### config.mk
export PLATFORM = sky130hd
export DESIGN_NAME = imem_serial_loader
export DESIGN_NICKNAME = d
export VERILOG_FILES = /design/src/rtl/imem_serial_loader.sv
export SDC_FILE = /design/constraint.sdc
export NUM_CORES = 1
export LEC_CHECK = 0
export CELL_PAD_IN_SITES_DETAIL_PLACEMENT = 1
export CELL_PAD_IN_SITES_GLOBAL_PLACEMENT = 1
export CORE_UTILIZATION = 49
export CTS_CLUSTER_SIZE = 28
export DETAILED_ROUTE_END_ITERATION = 6
export PLACE_DENSITY_LB_ADDON = 0.1
export SYNTH_ARGS = -nofsm -noshare
export SYNTH_HDL_FRONTEND = slang
export SYNTH_SLANG_ARGS = --single-unit
### constraint.sdc
create_clock -name slow_clk -period 4.6 [get_ports slow_clk]
set_input_delay 0.46 -clock slow_clk [delete_from_list [all_inputs] [get_ports slow_clk]]
set_output_delay 0.46 -clock slow_clk [all_outputs]
set_load 0.01 [all_outputs]
### src/rtl/imem_serial_loader.sv
// imem_serial_loader
//   Writer side of the 16x8 instruction memory. Receives a framed program
//   image over an 8N1 serial line (SYNC_BYTE, LEN, LEN data bytes, CSUM) and
//   writes the data bytes into instruction memory from address 0. The core
//   is held until a complete image with a matching checksum is resident.
//
//   Ports:
//     slow_clk    sole clock, rising edge
//     rst_n       asynchronous active-low reset
//     rx          serial line, idles high, LSB first
//     imem_we     one-cycle instruction-memory write strobe
//     imem_addr   write address (holds LEN mod 2**ADDR_W after a load)
//     imem_wdata  write data
//     core_hold   high: core must not fetch or advance pc
//     load_done   level: a valid image is resident
//     err         level, sticky: last frame failed
//
//   Optional macro LOADER_TIMEOUT_EN: inter-byte timeout of TIMEOUT_CYC cycles
//   while a frame is in progress (LEN/DATA/CSUM) sends the FSM to ERR.
module imem_serial_loader #(
  parameter int          CLKS_PER_BIT = 16,
  parameter int          DEPTH        = 16,
  parameter int          ADDR_W       = 4,
  parameter logic [7:0]  SYNC_BYTE    = 8'hA5,
  parameter int          TIMEOUT_CYC  = 4096
) (
  input  logic              slow_clk,
  input  logic              rst_n,
  input  logic              rx,
  output logic              imem_we,
  output logic [ADDR_W-1:0] imem_addr,
  output logic [7:0]        imem_wdata,
  output logic              core_hold,
  output logic              load_done,
  output logic              err
);
  localparam int CNT_W = $clog2(CLKS_PER_BIT);
  localparam int LEN_W = $clog2(DEPTH + 1);
  localparam logic [CNT_W-1:0] HALF_M1 = CNT_W'(CLKS_PER_BIT / 2 - 1);
  localparam logic [CNT_W-1:0] FULL_M1 = CNT_W'(CLKS_PER_BIT - 1);
  localparam logic [8:0]       DEPTH_9 = 9'(DEPTH);

  // ---------------- rx synchroniser + edge detect ----------------
  logic rx_m, rx_s, rx_d;
  always_ff @(posedge slow_clk or negedge rst_n)
    if (!rst_n) {rx_m, rx_s, rx_d} <= 3'b111;
    else        {rx_m, rx_s, rx_d} <= {rx, rx_m, rx_s};

  logic start_edge;
  assign start_edge = rx_d & ~rx_s;

  // ---------------- UART receiver ----------------
  typedef enum logic [1:0] {U_IDLE, U_START, U_DATA, U_STOP} u_state_t;
  u_state_t         u_state, u_state_n;
  logic [CNT_W-1:0] u_cnt, u_cnt_n;
  logic [2:0]       u_bit, u_bit_n;
  logic [7:0]       u_shift, u_shift_n;
  logic             byte_valid, byte_valid_n, frame_err, frame_err_n;

  always_ff @(posedge slow_clk or negedge rst_n)
    if (!rst_n) begin
      u_state <= U_IDLE; u_cnt <= '0; u_bit <= '0; u_shift <= '0;
      byte_valid <= 1'b0; frame_err <= 1'b0;
    end else begin
      u_state <= u_state_n; u_cnt <= u_cnt_n; u_bit <= u_bit_n; u_shift <= u_shift_n;
      byte_valid <= byte_valid_n; frame_err <= frame_err_n;
    end

  // u_cnt counts cycles since the last sample point; the first sample is
  // half a bit after the start edge, later ones a full bit apart.
  always_comb begin
    u_state_n    = u_state;
    u_cnt_n      = u_cnt + CNT_W'(1);
    u_bit_n      = u_bit;
    u_shift_n    = u_shift;
    byte_valid_n = 1'b0;
    frame_err_n  = 1'b0;
    case (u_state)
      U_IDLE: begin
        u_cnt_n = '0;
        if (start_edge) u_state_n = U_START;
      end
      U_START: if (u_cnt == HALF_M1) begin
        u_cnt_n   = '0;
        u_bit_n   = '0;
        u_state_n = rx_s ? U_IDLE : U_DATA;   // high here = glitch, drop it
      end
      U_DATA: if (u_cnt == FULL_M1) begin
        u_cnt_n   = '0;
        u_shift_n = {rx_s, u_shift[7:1]};
        u_bit_n   = u_bit + 3'd1;
        if (u_bit == 3'd7) u_state_n = U_STOP;
      end
      U_STOP: if (u_cnt == FULL_M1) begin
        u_state_n = U_IDLE;
        if (rx_s) byte_valid_n = 1'b1;
        else      frame_err_n  = 1'b1;
      end
      default: u_state_n = U_IDLE;
    endcase
  end

  // ---------------- frame FSM ----------------
  typedef enum logic [2:0] {S_IDLE, S_LEN, S_DATA, S_CSUM, S_DONE, S_ERR} state_t;
  state_t            state, state_n;
  logic [LEN_W-1:0]  rem, rem_n;
  logic [7:0]        sum, sum_n;
  logic              we_n, hold_n, done_n, err_n;
  logic [ADDR_W-1:0] addr_n;
  logic [7:0]        wdata_n;
  logic              go_err, in_frame, timeout_hit;

  assign in_frame = (state == S_LEN) || (state == S_DATA) || (state == S_CSUM);

`ifdef LOADER_TIMEOUT_EN
  localparam int TO_W = $clog2(TIMEOUT_CYC);
  localparam logic [TO_W-1:0] TO_LAST = TO_W'(TIMEOUT_CYC - 1);
  logic [TO_W-1:0] to_cnt;
  always_ff @(posedge slow_clk or negedge rst_n)
    if (!rst_n)                                          to_cnt <= '0;
    else if (!in_frame || byte_valid || state_n != state) to_cnt <= '0;
    else                                                 to_cnt <= to_cnt + TO_W'(1);
  assign timeout_hit = in_frame && !byte_valid && (to_cnt == TO_LAST);
`else
  assign timeout_hit = 1'b0;
`endif

  always_ff @(posedge slow_clk or negedge rst_n)
    if (!rst_n) begin
      state <= S_IDLE; rem <= '0; sum <= '0;
      imem_we <= 1'b0; imem_addr <= '0; imem_wdata <= '0;
      core_hold <= 1'b1; load_done <= 1'b0; err <= 1'b0;
    end else begin
      state <= state_n; rem <= rem_n; sum <= sum_n;
      imem_we <= we_n; imem_addr <= addr_n; imem_wdata <= wdata_n;
      core_hold <= hold_n; load_done <= done_n; err <= err_n;
    end

  always_comb begin
    state_n = state;
    rem_n   = rem;
    sum_n   = sum;
    we_n    = 1'b0;
    addr_n  = imem_we ? imem_addr + ADDR_W'(1) : imem_addr;  // advance after each write
    wdata_n = imem_wdata;
    hold_n  = core_hold;
    done_n  = load_done;
    err_n   = err;
    go_err  = timeout_hit;
    case (state)
      S_IDLE, S_DONE, S_ERR:
        if (byte_valid && u_shift == SYNC_BYTE) begin
          state_n = S_LEN; hold_n = 1'b1; done_n = 1'b0; err_n = 1'b0;
        end
      S_LEN:
        if (frame_err) go_err = 1'b1;
        else if (byte_valid) begin
          if (u_shift == 8'h00 || {1'b0, u_shift} > DEPTH_9) go_err = 1'b1;
          else begin
            rem_n = LEN_W'(u_shift); sum_n = '0; addr_n = '0; state_n = S_DATA;
          end
        end
      S_DATA:
        if (frame_err) go_err = 1'b1;
        else if (byte_valid) begin
          we_n = 1'b1; wdata_n = u_shift; sum_n = sum + u_shift; rem_n = rem - LEN_W'(1);
        end else if (imem_we && rem == '0) state_n = S_CSUM;  // leave only after last write
      S_CSUM:
        if (frame_err) go_err = 1'b1;
        else if (byte_valid) begin
          if (u_shift == sum) begin
            state_n = S_DONE; hold_n = 1'b0; done_n = 1'b1;
          end else go_err = 1'b1;
        end
      default: state_n = S_IDLE;
    endcase
    if (go_err) begin
      state_n = S_ERR; err_n = 1'b1; hold_n = 1'b1; done_n = 1'b0;
    end
  end
endmodule
---- Word level (Yosys, flattened, before mapping) ----
Index checks and enable logic that the tools add are counted.
W data, S select, Z words.
word-level totals
  register bits ........................... 54
  output and inout port bits .............. 16
cells by class
  bitwise operators ....................... 3
  magnitude comparators ................... 1
  reduce and logical (&&, ||, !) cells .... 21
  muxes and demuxes ....................... 73
  equal/unequal tests ..................... 33
  $add $sub $neg .......................... 5
operators with widths
  cell                   count
  $mux W8                5
  $mux W3                13
  $mux W1                28
  $mux W4                7
  $mux W5                5
  $ne A3 B3 Y1 const B   8
  $ne A2 B2 Y1 const B   10
  $pmux W8 S2            1
  $mux W2                6
  $pmux W3 S4            1
  $pmux W4 S3            1
  $pmux W5 S2            1
  $reduce_and A10 Y1     1
  $reduce_and A5 Y1      2
  $eq A3 B3 Y1 const B   3
  $add A4 B1 Y4 const B  2
  $add A8 B8 Y8          1
  $eq A8 B8 Y1           1
  $eq A8 B8 Y1 const B   1
  $gt A8 B5 Y1 const B   1
  $logic_not A8 Y1       1
  $pmux W2 S4            1
  $reduce_bool A2 Y1     4
  $eq A3 B2 Y1 const B   2
  other kinds (23)       30

---- Depth between registers and ports, before layout ----
  depth in word-level cells ............... 8
  mapped depth ............................ 10
  gate-level depth less buffers ........... 7

---- Least setup slack after synthesis ----
Ideal clock, no wire load.
  kind .................................... register to register
  start point ............................. register state[1]
  end point ............................... register rem[3]
  arrival ................................. 1.824 ns
  stages on the path, launching flop included .. 11
  path slack .............................. 2.650 ns
  buffers on the path ..................... 4
  required time ........................... 4.475 ns
  clock period less this slack ............ 1.950 ns
  path through ............................ dfrtp_1 > buf_4 > or3b_1 > buf_2 > or3_1 > buf_6 > clkinv_4 > a31oi_4 > buf_6 > o21ai_0 > o21ai_1
on the way
  longest elaborated chain between the ends .. 3
  elaborated cells between the ends (all ways) .. 10
ends and longest elaborated chain
  what                                                                 RTL line  source
  start, declared                                                      105       state_t state, state_n;
  start signal, assigned                                               134       state <= state_n; rem <= rem_n; sum <= sum_n;
  $eq A3 B1 Y1 or $eq A3 B2 Y1 (tied branches)                         150       case (state)
  $ne A2 B2 Y1 (no source line) or $reduce_bool A2 Y1 (tied branches)  n/a
  $reduce_and A6 Y1 (no source line)                                   n/a
  end signal, assigned                                                 134
  end, declared                                                        106       logic [LEN_W-1:0] rem, rem_n;
Several ways; a longest one is shown, not always the timed one.
A chain may end at the register's enable or synchronous reset.

---- Worst setup path after layout ----
  start point ............................. register state[1]
  end point ............................... register rem[1]
Same word-level chain as after synthesis.

==> out/metrics.yaml <==
floorplanning:
  die_area_sq_mm: 0.00600
  start_util: 0.507
  die_w_microns: 77.5
  die_y_microns: 77.5
  io_pins: 19
  design.core.area_sq_mm: 0.00551
  fp-row-count: 27
detailed_routing:
  drt_iter0_drc: 57
  ant_nets: 0
  routedWlPerCell_microns: 16.7
  first_pass_iters: 4
  num_vias: 2139
  wirelength_mm: 6.24
  drt-vias-per-instance: 5.72
  drc: 0
worst_setup_path:
  arrival_ns: 3.05
  cp_max_fo: 18
  worstSetupEndpointType: "flip-flop"
  path_buf_inv: 1
  start_kind: "flip-flop"
  worst-path-stages: 5
  max_stage_delay_ns: 0.61
  crit_family: "simple AND/OR/NAND/NOR gates"
  cpMaxStageDelayCell: "or3_1"
  critPathKind: "flip-flop to flip-flop"
  cp.required_ns: 4.81
  r2r_cells: 5
  crit_chain: "or3b_1 -> or3_1 -> clkinv_4 -> a31oi_4 -> mux2_2"
clock_network:
  hold_buffers: 0
  clock-sinks: 54
  cts_tree: "built"
  clock_latency_ns: 0.31
  post_cts_resize_count: 0
  cts_setup_buffers: 0
  cts-htree-levels: 2
  path_clk_slew_ns: 0.10
  cts_buffer_depth: 2
  numCtsBuffers: 5
  cts-root-buf: "clkbuf_8"
global_routing:
  grt_max_degree: 55
  grt_use_total: 0.232
  grt_overflow_total: 0
  antenna_found_initial: 0
  grt_pass1_wl_mm: 10.8
  grt_pass1_vias: 2255
sta:
  finalCritPeriodShare: 0.619
  slew_headroom: 0.537
  rsz0062_at_grt: "no"
  hold_viol: 0
  final-max-slew-violation-count: 0
  tightest_slew_ns: 0.695
  fin_crit_ns: 2.85
  final-setup-viol-count: 0
  tns_ns: 0
  hold_slack_ns: 0.262
  clock.fmax_ghz: 0.351
  skew_ns: 0.00488
logic_synthesis:
  yosysUniqueCellTypes: 52
  synth_edf_count: 0
  ys_seq_area_frac: 0.486
  yosys_warnings: 0
  synth_xor_area_frac: 0.0408
  synth_compound_area_frac: 0.143
  ys.flop_type: "dfrtp_1"
  netlist_instances: 288
  synth_seq_cells: 54
  avgSynthCellArea_sq_um: 9.69
  syn-cell-area_sq_mm: 0.00279
  synth_simple_gate_area_frac: 0.189
  synth_mux_area_frac: 0.0359
  synth-adder-area-share: 0.0655
  synth_top_family_by_area: "simple AND/OR/NAND/NOR gates"
  synth_fp_nets: 305
  async_flop_share: 1.00
power:
  internal_power_uw: 668
  leakage_uw: 0.00142
  cellPowerDensity_mw_per_mm2: 307
  power_frac_seq: 0.586
  p_total_uw: 948
  clkPwrFrac: 0.294
  power.switching_uw: 279
  comb_power_share: 0.120
  switching_share: 0.295
  peakVddDrop_mv: 0.348
worst_hold_path:
  hold_class: "input port to asynchronous set/reset pin"
flow_run:
  drv_cap: 0
layout:
  n_antenna_cell: 0
  area_growth_pct: 10.6
  layout.nets: 318
  drive_gt1_frac: 0.0927
status:
  status: "finished clean"
placed_design:
  portBuffers: 18
  dp_hpwl_mm: 4.36
  gp_congestion: 0.797
[synthesized netlist by cell type (2+ instances only)]
| cell type | n | area, sq um |
|---|---|---|
| o31ai_2 | 2 | 25.0 |
| nor4_1 | 3 | 18.8 |
| o21ai_0 | 12 | 60.1 |
| dfstp_2 | 4 | 105 |
| a21oi_1 | 13 | 65.1 |
| and3_1 | 2 | 12.5 |
| buf_2 | 3 | 15.0 |
| xnor2_1 | 6 | 52.6 |
| o31ai_1 | 4 | 30.0 |
| a21o_1 | 3 | 22.5 |
| nand2_1 | 47 | 176 |
| ha_1 | 13 | 163 |
| o22ai_1 | 5 | 31.3 |
| nand4_1 | 3 | 18.8 |
| xor2_1 | 7 | 61.3 |
| dfrtp_1 | 50 | 1250 |
| buf_6 | 2 | 22.5 |
| nor2_1 | 32 | 120 |
| or3_1 | 2 | 12.5 |
| mux2_2 | 8 | 90.1 |
| o21ai_1 | 3 | 15.0 |
| nor3_1 | 4 | 20.0 |
| o211ai_1 | 3 | 22.5 |
| nor2b_1 | 2 | 12.5 |
| inv_1 | 8 | 30.0 |
| nand2b_1 | 3 | 18.8 |
| nand3_1 | 13 | 65.1 |
| clkbuf_1 | 7 | 26.3 |
[cells by family (layout without fill, tap and decap cells)]
family | Yosys count | count (layout)
AO/OA/AOI/OAI | 59 | 59
adder cells (fa/ha/maj) | 14 | 14
buffers and inverters | 22 | 36
multiplexers | 9 | 9
AND/OR/NAND/NOR | 117 | 117
flip-flops | 54 | 54
XOR/XNOR | 13 | 13
[per-stage QoR]
step	util	cell area (sq um)	cells	worst slack, ns
6_report	0.560	3090	374	1.75
5_1_grt	0.560	3090	374	1.54
4_1_cts	0.560	3090	374	1.73
3_5_place_dp	0.543	2990	366	1.76
3_3_place_gp	0.543	2990	366	1.83
2_1_floorplan	-	2790	288	2.65
[cell usage in the layout (no fill, tap or decap), types with 5 or more instances in the layout]
| cell type | instances |
|---|---|
| clkdlybuf4s50_1 | 17 |
| ha_1 | 13 |
| nor2_1 | 32 |
| mux2_2 | 8 |
| o21ai_0 | 12 |
| dfrtp_1 | 50 |
| a21oi_1 | 13 |
| clkbuf_8 | 5 |
| nand2_1 | 47 |
| xor2_1 | 7 |
| nand3_1 | 13 |
| xnor2_1 | 6 |
| inv_1 | 8 |
| o22ai_1 | 5 |
[area by class of cell]
type | instances | area, sq um
multi-input combinational | 212 | 1320
clock buffer | 5 | 68.8
sequential | 54 | 1360
inverter | 9 | 38.8
tap | 72 | 90.1
timing repair buffer | 19 | 183
fill | 640 | 2420
clock inverter | 3 | 25.0
[power by group through the flow]
| stage | sequential, uW | clock [uW] | combinational, uW |
|---|---|---|---|
| after floorplan | 534 | 0 | 109 |
| after global placement | 563 | 0 | 110 |
| after detailed placement | 563 | 0 | 117 |
| after CTS | 555 | 287 | 117 |
| after global routing | 560 | 304 | 136 |
| final | 555 | 279 | 114 |
[sequential cells by signal, indices dropped and copies added (netlist names), named ones only]
register and flops:
rx_d 1, rem 5, core_hold 1, err 1, rx_m 1, imem_addr 4
imem_wdata 8, u_shift 8, byte_valid 1, imem_we 1, u_cnt 4, rx_s 1
frame_err 1, u_state 1, u_bit 3, load_done 1, sum 8, state 3
[path summary, 6_finish.rpt]
check | startpoint | end | slack [ns]
max | state[1]$_DFFE_PN0P_ | rem[1]$_DFFE_PN0P_ | 1.75
min | rst_n | rem[3]$_DFFE_PN0P_ | 0.26
max reg2reg | state[1]$_DFFE_PN0P_ | rem[1]$_DFFE_PN0P_ | 1.75
min reg2reg | rx_m$_DFF_PN1_ | rx_s$_DFF_PN1_ | 0.36
max in group asynchronous | rst_n | imem_addr[3]$_DFF_PN0_ | 3.88
min in group slow_clk | rx_m$_DFF_PN1_ | rx_s$_DFF_PN1_ | 0.36
[worst register-to-register path: cells and delay by family (launching register included)]
kind,cells,cell delay [ns]
AND/OR/NAND/NOR,2,1.17
flip-flops,1,0.50
AO/OA/AOI/OAI,1,0.43
multiplexers,1,0.38
buffers and inverters,1,0.25
[per-layer routing]
layer	vias up	GRT usage	wire length, microns
met5	-	0	0
met4	0	0.0755	84
met3	8	0.0365	121
met2	22	0.403	3050
met1	1071	0.294	2980
li1	1038	-	-
(Power assumes the default switching activity.)
